==> src/rtl/stopwatch_pkg.sv <==
// Shared stopwatch types and constants: FSM state encoding, BCD digit width,
// digit radices and the preset-digit clamp used when loading.
package stopwatch_pkg;

  localparam int BCD_W          = 4;
  localparam int RADIX_DEC      = 10;
  localparam int RADIX_SEC_TENS = 6;

  typedef enum logic [1:0] {
    IDLE  = 2'd0,
    RUN   = 2'd1,
    PAUSE = 2'd2,
    DONE  = 2'd3
  } state_t;

  // Force an out-of-range BCD digit down to the largest legal value for its radix
  function automatic logic [BCD_W-1:0] clamp_digit(input logic [BCD_W-1:0] d, input int radix);
    logic [BCD_W-1:0] top;
    top = BCD_W'(radix - 1);
    return (d > top) ? top : d;
  endfunction

endpackage

==> src/rtl/bcd_down_digit.sv <==
// One BCD digit of the countdown: loadable, decrements when a borrow reaches it,
// and wraps to RADIX-1 while passing the borrow on when it is already zero.
module bcd_down_digit
  import stopwatch_pkg::*;
#(
  parameter int RADIX = 10
) (
  input  logic             clk,
  input  logic             r_n,
  input  logic             load,
  input  logic [BCD_W-1:0] load_val,
  input  logic             dec,
  input  logic             borrow_in,
  output logic [BCD_W-1:0] digit,
  output logic             borrow_out
);

  always_ff @(posedge clk) begin
    if (!r_n)
      digit <= '0;
    else if (load)
      digit <= load_val;
    else if (dec && borrow_in)
      digit <= (digit == '0) ? BCD_W'(RADIX - 1) : digit - 1'b1;
  end

  assign borrow_out = borrow_in && (digit == '0);

endmodule

==> src/rtl/stopwatch_down_counter.sv <==
// Multi-digit BCD countdown timer for the stopwatch's timer mode.
// Optional STOPWATCH_DOWN_AUTO_RELOAD_EN restarts from the last preset on terminal count.
module stopwatch_down_counter
  import stopwatch_pkg::*;
#(
  parameter int DIGITS = 4,
  parameter int MMSS   = 1
) (
  input  logic                    clk,
  input  logic                    r_n,
  input  logic                    tick,
  input  logic                    s,
  input  logic                    load,
  input  logic [BCD_W*DIGITS-1:0] preset,
  output logic [BCD_W*DIGITS-1:0] count,
  output logic                    running,
  output logic                    zero,
  output logic                    done
);

  localparam int CW = BCD_W * DIGITS;
  localparam logic [CW-1:0] ONE = CW'(1);

  state_t          state, state_nx;
  logic            s_q, s_rise;
  logic            done_q;
  logic [CW-1:0]   reload_q;
  logic [CW-1:0]   preset_san;
  logic [CW-1:0]   digit_val;
  logic [DIGITS-1:0] borrow;
  logic            load_ok, dec, term, reload_hit, digit_load;

  assign s_rise  = s && !s_q;
  assign load_ok = load && (state != RUN);
  assign dec     = (state == RUN) && tick && !s_rise && !zero;
  assign term    = dec && (count == ONE);

`ifdef STOPWATCH_DOWN_AUTO_RELOAD_EN
  assign reload_hit = term && (reload_q != '0);
`else
  assign reload_hit = 1'b0;
`endif

  assign digit_load = load_ok || reload_hit;
  assign digit_val  = load_ok ? preset_san : reload_q;

  // A borrow only leaves the top digit when every digit is zero
  assign zero = borrow[DIGITS-1];

  for (genvar i = 0; i < DIGITS; i++) begin : g_digit
    localparam int R = (MMSS != 0 && i == 1) ? RADIX_SEC_TENS : RADIX_DEC;
    logic bin;
    assign bin = (i == 0) ? 1'b1 : borrow[(i == 0) ? 0 : i - 1];
    assign preset_san[i*BCD_W +: BCD_W] = clamp_digit(preset[i*BCD_W +: BCD_W], R);

    bcd_down_digit #(.RADIX(R)) u_digit (
      .clk       (clk),
      .r_n       (r_n),
      .load      (digit_load),
      .load_val  (digit_val[i*BCD_W +: BCD_W]),
      .dec       (dec),
      .borrow_in (bin),
      .digit     (count[i*BCD_W +: BCD_W]),
      .borrow_out(borrow[i])
    );
  end

  always_ff @(posedge clk) begin
    if (!r_n) begin
      state    <= IDLE;
      s_q      <= 1'b0;
      done_q   <= 1'b0;
      reload_q <= '0;
    end else begin
      state  <= state_nx;
      s_q    <= s;
      done_q <= term;
      if (load_ok)
        reload_q <= preset_san;
    end
  end

  // Load outside RUN overrides any start/stop edge in the same cycle
  always_comb begin
    state_nx = state;
    if (load_ok) begin
      state_nx = IDLE;
    end else begin
      case (state)
        IDLE:    if (s_rise && !zero) state_nx = RUN;
        RUN:     if (s_rise) state_nx = PAUSE;
                 else if (term) state_nx = reload_hit ? RUN : DONE;
        PAUSE:   if (s_rise) state_nx = RUN;
        DONE:    if (s_rise) state_nx = IDLE;
        default: state_nx = IDLE;
      endcase
    end
  end

  always_comb begin
    running = (state == RUN);
    done    = done_q;
  end

endmodule

==> config.mk <==
export PLATFORM = sky130hd
export DESIGN_NAME = stopwatch_down_counter
export DESIGN_NICKNAME = d
export VERILOG_FILES = /design/src/rtl/stopwatch_pkg.sv /design/src/rtl/bcd_down_digit.sv /design/src/rtl/stopwatch_down_counter.sv
export SDC_FILE = /design/constraint.sdc
export NUM_CORES = 1
export LEC_CHECK = 0
export CAP_MARGIN = 20
export CORE_MARGIN = 2
export CORE_UTILIZATION = 40
export DETAILED_ROUTE_END_ITERATION = 10
export PLACE_DENSITY_LB_ADDON = 0.15
export SKIP_LAST_GASP = 1
export SYNTH_ARGS = -nofsm -noshare
export SYNTH_HDL_FRONTEND = slang
export SYNTH_HIERARCHICAL = 1
export SYNTH_SLANG_ARGS = --single-unit
==> constraint.sdc <==
create_clock -name clk -period 3.1 [get_ports clk]
set_input_delay 0.93 -clock clk [delete_from_list [all_inputs] [get_ports clk]]
set_output_delay 0.93 -clock clk [all_outputs]
set_load 0.01 [all_outputs]
* Yosys cells after proc, flatten, opt, wreduce, memory -nomap -nowiden *
Cells that the tools add are included.

word-level totals
  register bits = 20
  logic and storage cells = 74
  bits of input ports = 21
  output and inout bits = 19

operators by class
  equal/unequal tests = 9
  $lt $le $gt $ge = 4
  bitwise operators = 1
  multiplexer cells = 22
  add/sub/neg operators = 4
  reduce and logical (&&, ||, !) cells = 27

operator list
  kind                                                                   number
  4-bit 2-to-1 mux                                                       16
  16-bit by 1-bit == test with 1-bit output (second input constant)      1
  4-bit zero test                                                        4
  4-bit by 1-bit subtractor with 4-bit output (second input constant)    4
  1-bit logical AND                                                      13
  4-bit > comparator (second input constant)                             3
  2-bit 2-to-1 mux                                                       5
  2-bit case mux with 4 select lines                                     1
  2-bit nonzero test                                                     4
  2-bit != test (second input constant)                                  3
  2-bit == test (second input constant)                                  2
  4-bit by 3-bit > comparator with 1-bit output (second input constant)  1
  4-bit AND reduction                                                    1
  1-bit zero test                                                        3
  3-bit by 1-bit != test with 1-bit output (second input constant)       1
  2-bit by 1-bit == test with 1-bit output (second input constant)       1
  2-bit zero test                                                        1
  2-bit by 1-bit != test with 1-bit output (second input constant)       1
  2-bit OR reduction                                                     1
  1-bit NOT                                                              1

* Depth between registers and ports, before layout *
  word-level depth = 10
  depth in mapped cells = 10
  mapped depth without buffers = 10

* By module *
The synthesis kept the hierarchy.

modules (own cells, without submodules)
  module                                   cells an instance  seq. area each (um^2)  area an instance (um^2)  times used
  stopwatch_down_counter                   119                400.4                  1026.0                   1
  bcd_down_digit (g_digit[0].u_digit ...)  24                 80.1                   221.5                    3
  bcd_down_digit (g_digit[1].u_digit)      22                 80.1                   209.0                    1

* Least setup slack after synthesis *
No wires, ideal clock.

  path kind = register to register
  start point = reg g_digit[0].u_digit.digit[2]
  end point = reg g_digit[0].u_digit.digit[3]
  arrival time = 2.662 ns
  cell stages (with the launch flop) = 11
  setup time = 0.074 ns
  path buffers = 0
  required time = 3.026 ns
  setup slack = 0.364 ns
  period minus slack after synthesis = 2.736 ns
  path through = dfxtp_1 nor4_1 and2_2 and4bb_2 and2_2 and2_2 and4bb_2 and2_2 nand3b_4 or4_1 a31oi_1

on the way
  word-level cells in the longest chain between the ends = 7
  elaborated cells on any way between the ends = 11
  classes of those cells = 1 x add/sub; 3 x mux; 7 x reduce/logical

RTL lines
  element                       line                          source
  start: declaration            bcd_down_digit.sv:14          output logic [BCD_W-1:0] digit,
  start signal: assignment      bcd_down_digit.sv:22          digit <= load_val;
  start signal: assignment      bcd_down_digit.sv:24          digit <= (digit == '0) ? BCD_W'(RADIX - 1) : digit - 1'b1;
  4-bit zero test               bcd_down_digit.sv:27          assign borrow_out = borrow_in && (digit == '0);
  via g_digit[1].bin            stopwatch_down_counter.sv:52  logic bin;
  1-bit logical AND             bcd_down_digit.sv:27
  via g_digit[2].bin            stopwatch_down_counter.sv:52
  1-bit logical AND             bcd_down_digit.sv:27
  via g_digit[3].bin            stopwatch_down_counter.sv:52
  1-bit logical AND             bcd_down_digit.sv:27
  via zero                      stopwatch_down_counter.sv:17  output logic zero,
  1-bit zero test               stopwatch_down_counter.sv:35  assign dec = (state == RUN) && tick && !s_rise && !zero;
  1-bit logical AND             stopwatch_down_counter.sv:35
  via dec                       stopwatch_down_counter.sv:31  logic load_ok, dec, term, reload_hit, digit_load;
  2-bit nonzero test (no line)  n/a

The timed path passes the listed nets, and every way through them passes these cells. The select of a mux whose other input is x is not followed.
A chain may end at the register's enable or synchronous reset.

* Worst setup path after layout *
  start point = reg g_digit[0].u_digit.digit[0]
  end point = out zero

on the way
  word-level cells in the longest chain between the ends = 4

RTL lines
  element             line
  4-bit zero test     bcd_down_digit.sv:27
  via g_digit[1].bin  stopwatch_down_counter.sv:52
  1-bit logical AND   bcd_down_digit.sv:27
  via g_digit[2].bin  stopwatch_down_counter.sv:52
  1-bit logical AND   bcd_down_digit.sv:27
  via g_digit[3].bin  stopwatch_down_counter.sv:52
  1-bit logical AND   bcd_down_digit.sv:27
  end: declaration    stopwatch_down_counter.sv:17

The timed path passes the listed nets, and every way through them passes these cells.

==> results.rst <==
.. list-table::
   :header-rows: 1

   * - Metric
     - Value
   * - Total vias in the final route
     - 1783
   * - Overall overflow remaining after global route
     - 0
   * - Crit path launch
     - g_digit[0].u_digit/digit[0]
   * - Largest voltage drop on the vdd net
     - 0.202 mV
   * - TritonCTS clock tree
     - yes
   * - Worst setup EP type
     - output port
   * - Yosys top cell by area
     - dfxtp_1
   * - Met2 Use GR
     - 30.8%
   * - Sum of buffers and inverters on the critical path
     - 1
   * - HPWL after detailed placement
     - 3230 microns
   * - Count of standard-cell rows
     - 25
   * - Run status
     - completed
   * - Boundary pin count
     - 40
   * - Global placer's final weighted congestion
     - 0.799
   * - FF-to-FF setup slack
     - 390 ps
   * - Clock latency at the later pin of the worst-skew pair
     - 300 ps
   * - Worst slew slack as a fraction of its limit
     - 60.4%
   * - Layout cell share with drive strength beyond 1
     - 14.8%
   * - Sinks on the clock net
     - 36
   * - Number of port buffers
     - 39
   * - Mean routed wirelength per cell
     - 14.7 microns
   * - Met1 capacity usage during global routing
     - 27.0%
   * - First-pass GRT wire length
     - 8070 microns
   * - Biggest cell delay along the critical path
     - 360 ps
   * - GRT busiest layer
     - met2
   * - Final Setup Violations
     - 0
   * - Cell repeated most along the worst path
     - and2_4
   * - Number of antenna violations at the first check in global routing
     - 0
   * - Leading cell types by count after synthesis
     - dfxtp_1, a21oi_1, nand2_1
   * - Levels on crit path
     - 6
   * - Leakage power
     - 1.00 nW
   * - TritonCTS buffer count
     - 5
   * - Hold WC Path Type
     - reg2reg
   * - Critical path launch point type
     - register
   * - Share of the cycle needed by the critical path after routing
     - 92.3%
   * - Area taken by multi-input logic gates
     - 1110 sq um
   * - Clock H-tree levels
     - 2
   * - Pwr Density
     - 450 nW/um^2
   * - Initial DRC Count
     - 131
   * - CP arrival
     - 1930 ps
   * - Clock power share
     - 33.5%
   * - Antenna diode count
     - 0
   * - Register area
     - 721 sq um
   * - Warnings from Yosys
     - 6
   * - Leading post-synthesis cells by cell area
     - dfxtp_1, a21oi_1, o21ai_0
   * - Family with the most delay on the worst path
     - simple AND/OR/NAND/NOR gates
   * - Maximum number of pins on one net before global-route repair
     - 27
   * - Number of nets in the finished design
     - 284
   * - Syn Std Cell Area
     - 1900 sq um
   * - Maximum buffer depth of the clock tree
     - 2
   * - Horizontal extent of the die
     - 72.9 microns
   * - Critical path capture point
     - zero
   * - Avg Cell Area, Syn
     - 8.92 sq um
   * - Residual antenna-violating net count after detailed routing
     - 0
   * - Share of total power in combinational logic
     - 20.0%
   * - Number of max-cap violations
     - 0
   * - Library cells used by synthesis
     - 45
   * - Internal Pwr Total
     - 0.000802 W
   * - Clock Root Buffer
     - clkbuf_8
   * - Sw Share
     - 27.9%
   * - Post-DR vias/cell
     - 5.62
   * - Effective utilization at floorplan
     - 40.8%
   * - Cell count after synthesis
     - 213
   * - Path type of the worst setup path
     - reg2out
   * - Time the worst path needs with I/O delays and setup
     - 2860 ps
   * - Ordered list of cells on the worst path
     - nor4_2 -> and2_4 -> and4bb_2 -> and2_4 -> and2_2 -> dlygate4sd2_1
   * - Part of the total power dissipated in sequential elements
     - 46.5%
   * - Met3 track utilization from global routing
     - 5.25%
   * - Worst Skew
     - 8.11 ps
   * - DIE AREA
     - 5320 sq um
   * - CTS hold repair buffers
     - 0
   * - Proportion of netlist area held by the largest area contributor
     - 37.9%
   * - Depth of the worst register-to-register path
     - 10
   * - Primary FF master, synth
     - dfxtp_1
   * - Total net switching power
     - 0.000311 W
   * - Layout Utilization
     - 53.0%
   * - Overall routed net length
     - 4650 microns
   * - Number of synthesized register bits
     - 36
   * - Highest clock frequency the design can meet
     - 350 MHz
   * - Pins Over Slew Limit
     - 0
   * - Syn-to-layout area delta
     - 30.1%
   * - Highest net fanout along the worst path
     - 6
   * - FFs w/ async S/R, synth
     - 0%
   * - Proportion of synthesized chip area in sequential cells
     - 37.9%
   * - Slew @ Worst Pin
     - 591 ps
   * - Final setup TNS
     - 0 ps
   * - Detailed Routing Iterations Pass 1
     - 4
   * - Number of global-route vias before repair
     - 1693
   * - Data required time of the critical path
     - 2170 ps
   * - Fillers
     - 447
   * - Critical register-to-register path endpoint
     - g_digit[0].u_digit/digit[3]
   * - Count of flip-flops with a built-in enable after synthesis
     - 0
   * - Post-route DRC
     - 0
   * - Launching point of the worst reg2reg path
     - g_digit[0].u_digit/digit[1]
   * - Area of the core
     - 4660 sq um
   * - Die height
     - 72.9 microns
   * - Most frequent cell after synthesis
     - dfxtp_1
   * - Unrepaired setup endpoints after global routing
     - false
   * - Slowest stage cell, crit path
     - dfxtp_1
   * - Combined global-route utilization of all metal layers
     - 19.9%
   * - Number of hold violations in the final report
     - 0
   * - CTS clk-pin slew, worst paths
     - 80 ps
## power groups by stage
stage,registers [W],logic [W],clock network (W)
2_1_floorplan,0.000530,0.000120,0
3_3_place_gp,0.000527,0.000218,0
3_5_place_dp,0.000528,0.000218,0
4_1_cts,0.000518,0.000223,0.000378
5_1_grt,0.000523,0.000247,0.000394
6_report,0.000518,0.000222,0.000372
## cell usage in the layout, fill, tap and decap left out, drive strengths merged, types with 4 or more instances in the layout
master / instances
a211oi: 9
a21oi: 23
a31oi: 7
and2: 6
and4bb: 5
buf: 8
clkbuf: 7
clkdlybuf4s50: 38
conb: 4
dfxtp: 36
inv: 7
nand2: 20
nand3: 11
nand4: 6
nand4b: 6
nor2: 8
nor4: 5
o2111ai: 4
o21ai: 23
or4: 4
## worst reg2reg max path, delay by kind of cell, from the launching register on
kind,cells,cell delay [ps]
AOI/OAI and AO/OA,1,180
DFF,1,460
and+or+nand+nor,9,1990
## kinds of logic after synthesis
family / share of synthesized area [%]
AOI/OAI and AO/OA: 25.6
xor gates and xnor gates: 0.922
buffers and inverters: 4.81
DFF: 37.9
muxes: 0.527
other: 0.197
and+or+nand+nor: 30.0
## metrics by stage
stage / setup WS [ps] / cells / hold slack, ps / power, W / cell area (sq um)
global placement: 166 / 309 / 450 / 0.000745 / 2360
global route: 123 / 317 / 486 / 0.00116 / 2470
floorplan: 364 / 216 / 440 / 0.000651 / 1910
finish: 239 / 317 / 466 / 0.00111 / 2470
CTS: 209 / 317 / 468 / 0.00112 / 2470
detailed placement: 123 / 309 / 457 / 0.000745 / 2360
## worst min path at each step
stage,endpoint,cells past startpoint,from
2_1_floorplan,reload_q[9],2,reload_q[9]
3_3_place_gp,reload_q[9],2,reload_q[9]
3_5_place_dp,reload_q[9],2,reload_q[9]
4_1_cts,reload_q[9],2,reload_q[9]
5_1_grt,reload_q[9],2,reload_q[9]
6_report,reload_q[3],2,reload_q[3]
## sequential cells by signal (all words and copies together), names as in the netlist
name / flops
s_q: 1
reload_q: 16
done: 1
state: 2
g_digit.u_digit/digit: 16
## layout make-up
cell class	count	share of cell area (%)
tap	54	2.73
clock buffer	7	3.90
inverter	8	1.22
timing repair buffer	47	18.2
multi-input combinational	165	44.8
sequential	36	29.2
## per-layer routing
layer / vias up / wire [microns]
met5: - / 0
met1: 836 / 2260
met4: 0 / 70
li1: 911 / -
met3: 5 / 184
met2: 31 / 2130
## what timing repair did
action                                  CTS  global route
resized for setup                         4             0
endpoints found under the setup margin    1             0
setup buffers                             1             0
Power figures use the tool's default switching activity.
